**config.mk**
```make
export PLATFORM = sky130hd
export DESIGN_NAME = hazard_detection_unit
export DESIGN_NICKNAME = d
export VERILOG_FILES = /design/src/rtl/hazard_detection_unit.sv
export SDC_FILE = /design/constraint.sdc
export NUM_CORES = 1
export LEC_CHECK = 0
export ABC_AREA = 1
export BUFFER_PORTS_ARGS = -buffer_cell sky130_fd_sc_hd__buf_2
export CAP_MARGIN = 5
export CORE_MARGIN = 1
export CORE_UTILIZATION = 50
export DETAILED_ROUTE_END_ITERATION = 6
export PLACE_DENSITY = 0.77
export SYNTH_ARGS = -nofsm -noshare
export SYNTH_HDL_FRONTEND = slang
export SYNTH_SLANG_ARGS = --single-unit
```
**constraint.sdc**
```tcl
create_clock -name clk -period 4.6 [get_ports clk]
set_input_delay 0.23 -clock clk [delete_from_list [all_inputs] [get_ports clk]]
set_output_delay 0.23 -clock clk [all_outputs]
set_load 0.005 [all_outputs]
```
**src/rtl/hazard_detection_unit.sv**
```systemverilog
// Hazard detection for the MIPS pipeline: a three-slot in-flight scoreboard (EXE/MEM/WB)
// that drives freeze/bubble controls and a saturating stall-cycle counter.
module hazard_detection_unit #(
  parameter int ADDR_W = 5,
  parameter int CNT_W  = 16
) (
  input  logic              clk,
  input  logic              rst,
  input  logic              id_valid,
  input  logic [ADDR_W-1:0] id_src1,
  input  logic [ADDR_W-1:0] id_src2,
  input  logic              id_uses_src2,
  input  logic [ADDR_W-1:0] id_dest,
  input  logic              id_wb_en,
  input  logic              id_mem_r_en,
  input  logic              has_forwarding,
  input  logic              branch_taken,
  output logic              freeze,
  output logic              bubble,
  output logic [ADDR_W-1:0] exe_dest,
  output logic [ADDR_W-1:0] mem_dest,
  output logic [ADDR_W-1:0] wb_dest,
  output logic              exe_wb_en,
  output logic              mem_wb_en,
  output logic              wb_wb_en,
  output logic [CNT_W-1:0]  stall_cycles
);

  logic              exe_valid_q, exe_valid_d;
  logic [ADDR_W-1:0] exe_dest_q, exe_dest_d;
  logic              exe_wb_en_q, exe_wb_en_d;
  logic              exe_mem_r_en_q, exe_mem_r_en_d;
  logic              mem_valid_q, mem_valid_d;
  logic [ADDR_W-1:0] mem_dest_q, mem_dest_d;
  logic              mem_wb_en_q, mem_wb_en_d;
  logic              wb_valid_q, wb_valid_d;
  logic [ADDR_W-1:0] wb_dest_q, wb_dest_d;
  logic              wb_wb_en_q, wb_wb_en_d;
  logic [CNT_W-1:0]  stall_cycles_q, stall_cycles_d;

  logic exe_hit;
  logic mem_hit;
  logic hazard;

  // Register 0 is hardwired to zero, so a write to it never creates a dependency.
  function automatic logic reg_match(input logic v, input logic w,
                                     input logic [ADDR_W-1:0] d,
                                     input logic [ADDR_W-1:0] r);
    return v && w && (d == r) && (r != '0);
  endfunction

  function automatic logic src_hit(input logic v, input logic w,
                                   input logic [ADDR_W-1:0] d,
                                   input logic [ADDR_W-1:0] s1,
                                   input logic [ADDR_W-1:0] s2,
                                   input logic use2);
    return reg_match(v, w, d, s1) || (use2 && reg_match(v, w, d, s2));
  endfunction

  // With forwarding only a load in EXE stalls; without it any EXE/MEM producer does.
  always_comb begin
    exe_hit = src_hit(exe_valid_q, exe_wb_en_q, exe_dest_q, id_src1, id_src2, id_uses_src2);
    mem_hit = src_hit(mem_valid_q, mem_wb_en_q, mem_dest_q, id_src1, id_src2, id_uses_src2);
    if (has_forwarding) begin
      hazard = exe_hit && exe_mem_r_en_q;
    end else begin
      hazard = exe_hit || mem_hit;
    end
    freeze = id_valid && hazard && !branch_taken;
    bubble = freeze || branch_taken;
  end

  always_comb begin
    wb_valid_d  = mem_valid_q;
    wb_dest_d   = mem_dest_q;
    wb_wb_en_d  = mem_wb_en_q;
    mem_valid_d = exe_valid_q;
    mem_dest_d  = exe_dest_q;
    mem_wb_en_d = exe_wb_en_q;
    exe_valid_d    = 1'b0;
    exe_dest_d     = '0;
    exe_wb_en_d    = 1'b0;
    exe_mem_r_en_d = 1'b0;
    if (id_valid && !bubble) begin
      exe_valid_d    = 1'b1;
      exe_dest_d     = id_dest;
      exe_wb_en_d    = id_wb_en;
      exe_mem_r_en_d = id_mem_r_en;
    end
    stall_cycles_d = stall_cycles_q;
    if (freeze && (stall_cycles_q != '1)) begin
      stall_cycles_d = stall_cycles_q + CNT_W'(1);
    end
  end

  always_ff @(posedge clk or negedge rst) begin
    if (!rst) begin
      exe_valid_q    <= 1'b0;
      exe_dest_q     <= '0;
      exe_wb_en_q    <= 1'b0;
      exe_mem_r_en_q <= 1'b0;
      mem_valid_q    <= 1'b0;
      mem_dest_q     <= '0;
      mem_wb_en_q    <= 1'b0;
      wb_valid_q     <= 1'b0;
      wb_dest_q      <= '0;
      wb_wb_en_q     <= 1'b0;
      stall_cycles_q <= '0;
    end else begin
      exe_valid_q    <= exe_valid_d;
      exe_dest_q     <= exe_dest_d;
      exe_wb_en_q    <= exe_wb_en_d;
      exe_mem_r_en_q <= exe_mem_r_en_d;
      mem_valid_q    <= mem_valid_d;
      mem_dest_q     <= mem_dest_d;
      mem_wb_en_q    <= mem_wb_en_d;
      wb_valid_q     <= wb_valid_d;
      wb_dest_q      <= wb_dest_d;
      wb_wb_en_q     <= wb_wb_en_d;
      stall_cycles_q <= stall_cycles_d;
    end
  end

  assign exe_dest     = exe_dest_q;
  assign mem_dest     = mem_dest_q;
  assign wb_dest      = wb_dest_q;
  assign exe_wb_en    = exe_wb_en_q && exe_valid_q;
  assign mem_wb_en    = mem_wb_en_q && mem_valid_q;
  assign wb_wb_en     = wb_wb_en_q && wb_valid_q;
  assign stall_cycles = stall_cycles_q;

endmodule

```
== Word-level counts from Yosys, hierarchy flattened ==
Cells that the tools add are included.

* Bits of input ports: 23
* Register bits: 38
* Output and inout port bits: 36

* Multiplexer cells: 5
* Reduce and logical (&&, ||, !) cells: 26
* $add $sub $neg: 1
* Equal/unequal tests: 5

{| class="wikitable"
|+ Operators by type and width
! cell !! count
|-
| 5-bit equality test || 4
|-
| 1-bit logical AND || 18
|-
| 16-bit by 1-bit adder with 16-bit output, second input constant || 1
|-
| 16-bit inequality test, second input constant || 1
|-
| 5-bit nonzero test || 2
|-
| 5-bit two-way mux || 1
|-
| 1-bit logical OR || 4
|-
| 1-bit two-way mux || 4
|-
| 1-bit zero test || 2
|}

== Longest topological paths before layout ==
Gate-level depths: netlist of run 1.

* Depth after elaboration: 13
* Mapped depth: 15
* Gate-level depth less buffers: 14

== Least setup slack after synthesis of run 1 ==
OpenSTA, ideal clock, no wires.

* Path kind: flip-flop to flip-flop
* Start: register stall_cycles_q[0], in the netlist stall_cycles[0]
* End: register stall_cycles_q[5], in the netlist stall_cycles[5]
* Required time: 4483 ps
* Path buffers: 1
* Library setup time: 117 ps
* Period minus slack after synthesis: 1683 ps
* Stages on the path, launching flop included: 11
* Data arrival time: 1567 ps
* Setup slack: 2917 ps
* Cells stage by stage: dfrtp_1 ha_1 nand3_2 nor2_4 nand4_2 or2_4 clkinv_1 nor2_4 buf_6 nand2_1 nand2_1

* Cells in the longest elaborated chain, start to end: 2
* Elaborated cells on any way between the ends: 3
* Those cells by class: 1 x add/sub; 1 x eq/ne; 1 x reduce/logical

{| class="wikitable"
|+ Ends and longest elaborated chain
! what !! line !! source
|-
| from (decl) || 39 || <nowiki>logic [CNT_W-1:0] stall_cycles_q, stall_cycles_d;</nowiki>
|-
| from (signal assigned) || 120 || <nowiki>stall_cycles_q <= stall_cycles_d;</nowiki>
|-
| branches (longest 2 deep; another with 16-bit by 1-bit adder with 16-bit output) || -- ||
|}

Parallel ways; which one is timed is not known.
A chain may end at the register's enable or synchronous reset.

== Worst setup path in the final report of run 1 ==
* Start: register mem_dest_q[4], in the netlist mem_dest[4]
* End: output port freeze

* Cells in the longest elaborated chain, start to end: 9
* Elaborated cells on any way between the ends: 12
* Those cells by class: 2 x eq/ne; 1 x mux; 9 x reduce/logical

{| class="wikitable"
|+ Ends and longest elaborated chain
! what !! line !! source
|-
| from (decl) || 34 || <nowiki>logic [ADDR_W-1:0] mem_dest_q, mem_dest_d;</nowiki>
|-
| from (signal assigned) || 115 || <nowiki>mem_dest_q <= mem_dest_d;</nowiki>
|-
| 5-bit equality test || 49 || <nowiki>return v && w && (d == r) && (r != '0);</nowiki>
|-
| 1-bit logical AND (2 in a row) || 49 ||
|-
| 1-bit logical AND || 57 || <nowiki>return reg_match(v, w, d, s1) || (use2 && reg_match(v, w, d, s2));</nowiki>
|-
| 1-bit logical OR (*) || 57 ||
|-
| 1-bit logical OR (*) || 67 || <nowiki>hazard = exe_hit || mem_hit;</nowiki>
|-
| 1-bit two-way mux (*) || 64 || <nowiki>if (has_forwarding) begin</nowiki>
|-
| 1-bit logical AND (*) (2 in a row) || 69 || <nowiki>freeze = id_valid && hazard && !branch_taken;</nowiki>
|-
| to (decl) || 18 || <nowiki>output logic freeze,</nowiki>
|}

Every way passes the cells marked *; elsewhere a longest branch is shown, timed or not.

==> results of run 1 <==
-- cell usage in the layout, fill, tap and decap left out --
cell and n:
bufinv_16 2, inv_2 1, nor3_1 2, xor2_1 10, ha_1 1, nor3_2 1, dfrtp_1 38, nand2_1 106
clkbuf_8 5, clkinv_1 1, nand3_1 10, a21oi_1 2, nand4_1 3, or2_4 1, buf_2 58, nand4_4 1
xnor2_1 12, nor4_1 2, nor2_4 2, clkinv_4 1, nor2_1 25, inv_1 41, nand3_2 3, nand2_2 1
nand4_2 1
-- metal layers --
layer | vias to the layer above | GRT usage [%] | wire length, um
met5 | - | 0 | 0
met4 | 0 | 7.98 | 58
met3 | 7 | 6.21 | 252
met2 | 49 | 35.2 | 1830
met1 | 752 | 28.4 | 2040
li1 | 918 | - | -
-- metrics by stage --
| stage | utilization, % | setup slack, ps | power [mW] | area [um2] | hold WS (ps) |
|---|---|---|---|---|---|
| after global placement | 62.5 | 2890 | 0.412 | 2370 | 355 |
| after CTS | 66.1 | 2710 | 0.752 | 2510 | 57.4 |
| final | 66.1 | 2720 | 0.744 | 2510 | 26.6 |
| after global routing | 66.1 | 2520 | 0.776 | 2510 | 87.9 |
| after floorplan | - | 2920 | 0.381 | 2050 | -65.6 |
| after detailed placement | 62.5 | 2850 | 0.413 | 2370 | 360 |
-- flip-flops by register name (all words and copies together) (netlist names) --
signal,cells
wb_dest,5
exe_valid_q,1
mem_dest,5
mem_valid_q,1
mem_wb_en_q,1
exe_mem_r_en_q,1
exe_dest,5
stall_cycles,16
wb_wb_en_q,1
exe_wb_en_q,1
wb_valid_q,1
-- path summary, 6_finish.rpt --
check / startpoint / end / slack (ps) / depth (start not counted)
worst max-delay path: mem_dest[4] / freeze / 2720 / 10
worst min-delay path: rst / wb_dest[4] / 30 / 1
worst max register to register: stall_cycles[0] / stall_cycles[2] / 2850 / 8
worst min register to register: exe_wb_en_q / mem_wb_en_q / 380 / 0
max in group asynchronous: rst / mem_dest[1] / 4050 / 1
min in group clk: id_wb_en / exe_wb_en_q / 140 / 3
-- area by class of cell --
class,instances,area [um2],share of cell area [%]
clock inverters,3,68.8,2.74
flip-flops and latches,38,951,37.9
inverters,43,161,6.43
repair buffers,58,290,11.6
clock buffers,5,68.8,2.74
well taps,48,60.1,2.39
multi-input cells,183,910,36.2
-- power groups by stage --
| stage | clock, mW | combinational [mW] | sequential [mW] |
|---|---|---|---|
| 2_1_floorplan | 0 | 0.0268 | 0.355 |
| 3_3_place_gp | 0 | 0.0573 | 0.355 |
| 3_5_place_dp | 0 | 0.0579 | 0.355 |
| 4_1_cts | 0.345 | 0.0581 | 0.349 |
| 5_1_grt | 0.360 | 0.0668 | 0.350 |
| 6_report | 0.338 | 0.0575 | 0.349 |
-- logic make-up after synthesis --
logic type | Yosys count | synth area share [%]
flops | 38 | 46.4
xor+xnor | 22 | 9.41
simple gates | 158 | 33.9
buf+inv | 45 | 9.16
compound gates | 2 | 0.489
fa+ha+maj | 1 | 0.611
==> metrics list, run 1 <==
- The run finished with clean final reports.
- For this block, the initial DRC count from the detailed router was roughly 110.
- Number of nets in the final layout: approximately 350
- TritonCTS built the clock tree.
- Total Negative Setup Slacks: 0 ps
- The detail route stage leaves a number of antenna-violating nets equal to 0.
* Leading area contributor after synthesis: dfrtp_1
* Number of flops mapped to enable cells by yosys: 0
- In this run the biggest area consumer among cell types represents 46.4% of the synthesized area.
- Distinct cell type count after synthesis: 23
* Post-synthesis register bit count: 38
- In the synthesized netlist the dominant register cell turns out to be dfrtp_1.
* Post-CTS setup buffers: 0
* Leakage power summed over all cells: ~1.5 nW
- Initial core utilization: a little over half
- Detailed-route DRC error count: 0
- Critical path arrival: about 1700 ps
* Warnings, synthesis: 0
- Post-detailed-routing wire length: between 4000 and 5000 um
* Worst-path clk slew: roughly 80 ps
- The via count of the first global-routing pass is 1,633.
- Slowest cell on the critical path: dfrtp_1
* Clock tree skew after final layout: around 7.3 ps
- The region available for standard cell placement spans around 3800 um2.
- Count of clock tree sinks: 38
- Category of the most critical setup path: register to output port
- Power spread over the standard cell area amounts to between 200 and 300 nW/um2.
- Layout fillers: ~330
- In this run, the combinational gates consume between 7 and 8% of the power.
- Kind of start point of the critical path: register
- In this run the worst hold path is classified as input pin to asynchronous set/reset pin.
- Highest clock frequency the design can meet: about 0.53 GHz
- Synth top cells by count: nand2_1, inv_1, dfrtp_1
- Required time worst endpoint: 4370 ps
* # hold bufs at CTS: 0
* Maximum resistive drop on vdd: approximately 0.00018 V
- Number of primary I/O pins: 59
* Final Cycle Share: between 40% and 50%
- Die outline width: about 66 um
- List of cells traversed by the critical path: xnor2_1 -> nand2_1 -> nor2_1 -> nand2_1 -> nand2_1 -> nand2_1 -> nand2_2 -> nand3_2 -> inv_1 -> buf_2
* Number of buffers inserted during clock tree synthesis: 5
- The total overflow left after global routing is 0.
- The number of placed instances, taps included, is 370.
- At the end of routability-driven placement, the weighted congestion stood at approximately 0.83.
* Buffers from clock root to sink, at most: 2
- Most prevalent standard cell on the critical path: nand2_1
- Number of nets produced by synthesis: between 200 and 300
- Of the cells placed in the final design, the portion with a size suffix greater than 1 is a little under a quarter.
- Final period demand of the worst path: 1880 ps
- Async S/R FF share, synth: 100%
* DRT Pass-1 Iters: 4
- Final setup viols: 0
* Area growth from synthesis to layout: 22.5%
* Max-Cap Viols: 0
- First-pass GRT wire length: about 7200 um
- Peak fanout along the critical path: 5
- Clock share of power: about 45%
* Average wire length per cell after detail routing: roughly 11 um
- Total number of placement rows: 22
- At the later pin of the worst-skew pair, clock insertion delay measures between 200 and 300 ps.
- The number of antenna violations at the first check in global routing is 0.
* Maximum number of pins on one net before global-route repair: 39
* CTS H-tree depth: 2
- The number of slew-limit violations in the final report came to 0.
* Cell with the most instances after synthesis: nand2_1
* Bufs and invs on worst path: 2
- The tree is rooted in a clkbuf_8.
- Kind of capture point of the worst setup path: output port
- Using the TritonRoute via totals, the vias-per-cell ratio works out to roughly 4.6.
- Unrepaired setup endpoints after global routing: false
* Number of buffer cells added on primary ports: 58
- The finished layout holds ~380 standard cells, fillers aside.
- Share of synthesized area occupied by flip-flops and latches: between 40 and 50%
* Syn Std Cell Area: 2050 um2
* Number of standard cells after synthesis: around 270
* Switching Share: ~22%
* Largest incremental delay on the critical path: approximately 440 ps
* Cell type group with the largest total delay on the critical path: simple AND/OR/NAND/NOR gates
- Top post-synthesis cells by area: dfrtp_1, nand2_1, inv_1
- Design internal power: approximately 0.58 mW
- After clock tree synthesis, the repair step resized 0 gates.
- Number of endpoints with negative hold slack in the final report: 0
- Placed wire-length estimate: a little over 3000 um
* Height of the die: 66.0 um
* Sequential group share of total power: a little under half
- After synthesis, the mean cell area works out to slightly below 8 um2.
- Global-route usage over all layers: between 20% and 30%
* Number of diodes: 0
- Overall via count from detail_route: 1,726
- Transition time at the pin with the least slew margin: ~820 ps
- The die covers 4360 um2.
- In this run the tightest slew margin relative to its limit is 45.6%.
* Net switching power figure: 0.162 mW
Note: power is estimated with default switching activity, not from simulation.
==> run 2, diff against run 1 <==
--- a/config.mk
+++ b/config.mk
@@ -5,13 +5,13 @@
 export SDC_FILE = /design/constraint.sdc
 export NUM_CORES = 1
 export LEC_CHECK = 0
-export ABC_AREA = 1
+export ABC_AREA = 0
 export BUFFER_PORTS_ARGS = -buffer_cell sky130_fd_sc_hd__buf_2
 export CAP_MARGIN = 5
 export CORE_MARGIN = 1
-export CORE_UTILIZATION = 50
+export CORE_UTILIZATION = 45
 export DETAILED_ROUTE_END_ITERATION = 6
-export PLACE_DENSITY = 0.77
+export PLACE_DENSITY = 0.75
 export SYNTH_ARGS = -nofsm -noshare
 export SYNTH_HDL_FRONTEND = slang
 export SYNTH_SLANG_ARGS = --single-unit
==> constraint.sdc (replaced) <==
create_clock -name clk -period 1.7 [get_ports clk]
set_input_delay 0.085 -clock clk [delete_from_list [all_inputs] [get_ports clk]]
set_output_delay 0.085 -clock clk [all_outputs]
set_load 0.005 [all_outputs]
==> metrics list, run 2 <==
* Status: complete, but fails checks
* Violations in the final reports: setup timing
* Vias in the first global route: 1,421
* Final setup viols: 18
- Most prevalent standard cell on the critical path: buf_4
- Dividing the final minimum period by the clock period gives 117%.
- The share of total power dissipated in sequential elements is between 50% and 60%.
- The most common cell in the synthesized netlist is dfrtp_1.
- The path with the worst hold slack has its endpoint at exe_dest[0].
- Measured in cells, the most critical reg-to-reg path has a length of 10.
- Kind of capture point of the worst setup path: output port
- CTS saw 38 sinks.
- The final route contains between 1k and 1.5k vias.
- Max-Cap Viols: 0
* Flip-flop cell with the highest count after synthesis: dfrtp_1
- Required time worst endpoint: about 1600 ps
* Hold Crit Start: id_dest[0]
- After detailed routing, the average wire length per cell comes to approximately 13 um.
- Slowest cell on the critical path: dfrtp_1
* Worst-path clk slew: around 70 ps
* Leading cell types in the layout, fill and taps excluded: buf_2, buf_4, dfrtp_1
* Max FFs per register: 16
- First-pass GRT wire length: 6470 um
* Highest clock frequency the design can meet: 0.503 GHz
* FF-to-FF Start: exe_dest[1]
- Counting every net in the synthesized netlist gives 170.
- In this run the worst path has a maximum fanout of 4.
- STA classifies the critical path startpoint as a register.
- CTS H-tree depth: 2
- Leakage power summed over all cells: roughly 1.4 nW
* Root buf cell: clkbuf_8
- The number of antenna violations at the first check in global routing is 0.
- The first TritonRoute pass finished after 4 iterations.
* Placed wire-length estimate: 2900 um
- In the final design database the tool counted between 200 and 300 nets.
* Number of buffers inserted during clock tree synthesis: 5
- Critical path arrival: between 1500 and 2000 ps
- Most frequent standard cell in the layout excluding fill and tap cells: buf_2
- Transition time at the pin with the least slew margin: 463 ps
- TritonCTS built the clock tree.
* Post-synth top area share: around 54%
- WHS Path Cells: 3
- Clock skew on the completed layout was measured at roughly 5.7 ps.
- Largest incremental delay on the critical path: roughly 430 ps
- Layout fillers: between 200 and 300
- Dividing total power by cell area gives a power density of 656 nW/um2.
- Average footprint of a synthesized cell: 12.1 um2
- Final period demand of the worst path: around 2000 ps
- List of cells traversed by the critical path: xnor2_1 -> nand3_1 -> nor4_2 -> buf_4 -> o221ai_2 -> nand2_1 -> buf_4 -> a21o_1 -> buf_2
- Number of primary I/O pins: between 50 and 60
- Internal power comes to about 1.4 mW.
- Number of diodes: 0
- Category of the most critical setup path: register to output port
* Share of synthesized area occupied by flip-flops and latches: between 50% and 60%
- The core region is between 3000 and 4000 um2.
* Height of the die: ~65 um
* Distinct cell type count after synthesis: 31
* Leading area contributor after synthesis: dfrtp_1
- Clock latency on the worst-skew pair, taken at its later pin, is 280 ps.
- Warnings, synthesis: 0
- The congestion estimate from routability-driven global placement came to 0.850.
- Setup repair after global routing could not meet its margin everywhere.
- In the final timing run, aggregate negative setup slack is -4000 ps.
- In this run the remaining antenna-violating nets after routing total 0.
* Post-synthesis register bit count: 38
- Switching Share: a little under a quarter
* Net switching power figure: 0.395 mW
- The worst hold path belongs to the class input pin to register.
* Die outline width: approximately 65 um
* Syn Std Cell Area: 1770 um2
- The number of slew-limit violations in the final report is 0.
* Top post-synthesis cells by area: dfrtp_1, xnor2_1, nand3_2
* Global-route usage over all layers: 20.9%
* Clock share of power: between 30% and 40%
- Maximum number of pins on one net before global-route repair: 39
- The worst pin sits at a relative slew slack of between 60% and 70%.
* Register Area: 951 um2
- Relative to the synthesized area, the layout overhead comes to 50.6%.
- Maximum resistive drop on vdd: 0.000613 V
- Combinational logic is responsible for between 10% and 20% of the overall power.
- Full die area: 4190 um2
- Buffers from clock root to sink, at most: 2
- Number of standard cells after synthesis: between 100 and 150
- The detailed router finished its first iteration with 66 violations.
- The hold violation total from the final report was 0.
- Summing all multi-input logic gate instances after layout gives around 850 um2.
- Smallest setup slack after layout: -288 ps
* Slack of the worst reg-to-reg path: -260 ps
* Final Util: a little under three quarters
- Synth top cells by count: dfrtp_1, xnor2_1, and3_1
* Total number of placement rows: 22
- Detailed-route DRC error count: 0
- The count of buffers added on input and output ports is between 50 and 60.
- In the routed layout, each cell is associated on average with a via count of 4.73.
- Overall overflow remaining after global route: 0
- The initial utilization of the core area, before any placement, comes to about 48%.
- Share of cells above drive strength 1: 57.0%
- The worst register-to-register path ends at stall_cycles[4].
* Number of flops mapped to enable cells by yosys: 0
* Async S/R FF share, synth: between 90% and 100%
- Post-detailed-routing wire length: roughly 3900 um
[run 2: cell types whose count changed in the layout (fill, tap and decap cells not counted), sizes merged, moves of 11 or more]
cell | before | now
nand2 | 107 | 3
buf | 58 | 104
inv | 42 | 10
nor2 | 27 | 8
xnor2 | 12 | 27
and3 | 0 | 11
[run 2: cells by family after synthesis]
family,synth area share [%]
and+or+nand+nor,20.8
DFF,53.7
xor gates and xnor gates,17.3
buffers and inverters,3.82
AOI/OAI and AO/OA,2.97
muxes,0.636
adders and majority gates,0.707
[run 2: through the flow]
stage / cells / area [um2] / total power [mW] / setup slack (ps) / hold slack (ps)
floorplan: 146 / 1810 / 1.02 / -66.5 / -211
global placement: 284 / 2410 / 1.13 / -261 / 151
detailed placement: 284 / 2410 / 1.13 / -309 / 158
CTS: 303 / 2600 / 1.75 / -331 / 15.1
global route: 304 / 2670 / 1.83 / -415 / 11.6
finish: 304 / 2670 / 1.75 / -288 / 21.3
[run 2: layout make-up]
class / instances / share of cell area, %
clock inverters: 1 / 0.188
clock buffers: 7 / 3.24
multi-input cells: 95 / 31.8
well taps: 48 / 2.25
inverters: 10 / 1.41
flip-flops and latches: 38 / 35.7
repair buffers: 105 / 25.4
[run 2: worst max path at each step]
stage / startpoint / to / slack [ps] / cells past startpoint
final: exe_dest[1] / bubble / -290 / 9
after floorplan: exe_dest[2] / stall_cycles[1] / -70 / 6
after global placement: id_src2[1] / exe_dest[1] / -260 / 9
after CTS: exe_dest[3] / freeze / -330 / 8
after detailed placement: id_src2[1] / exe_dest[3] / -310 / 9
after global routing: exe_dest[3] / freeze / -410 / 8
[run 2: what timing repair did]
item | in CTS | in global routing
hold endpoints to repair | 38 | 0
buffers inserted | 10 | 1
hold buffers | 1 | 0
pin swaps | 6 | 2
setup endpoints to repair | 26 | 26
resized for setup | 3 | 8
[run 2: layer usage]
layer  GRT usage, %  vias up  share of wire (%)
met4           5.83        0               0.28
met3           4.23        2                2.3
met5              0        -                  0
met2           36.8       28                 54
li1               -      705                  -
met1           25.5      704                 43
[run 2: power groups by stage]
stage                     registers [mW]  clock network, mW  logic (mW)
after floorplan                    0.959                  0      0.0630
after global routing               0.943              0.669       0.217
after CTS                          0.941              0.626       0.185
after global placement             0.958                  0       0.169
after detailed placement           0.959                  0       0.172
final                              0.941              0.611       0.198
[run 2: critical path: cells and delay by family, from the launching register on]
family                    cells  cell delay, ps
buffers and inverters         3             400
xor gates and xnor gates      1             140
DFF                           1             430
and+or+nand+nor               3             280
AOI/OAI and AO/OA             2             370
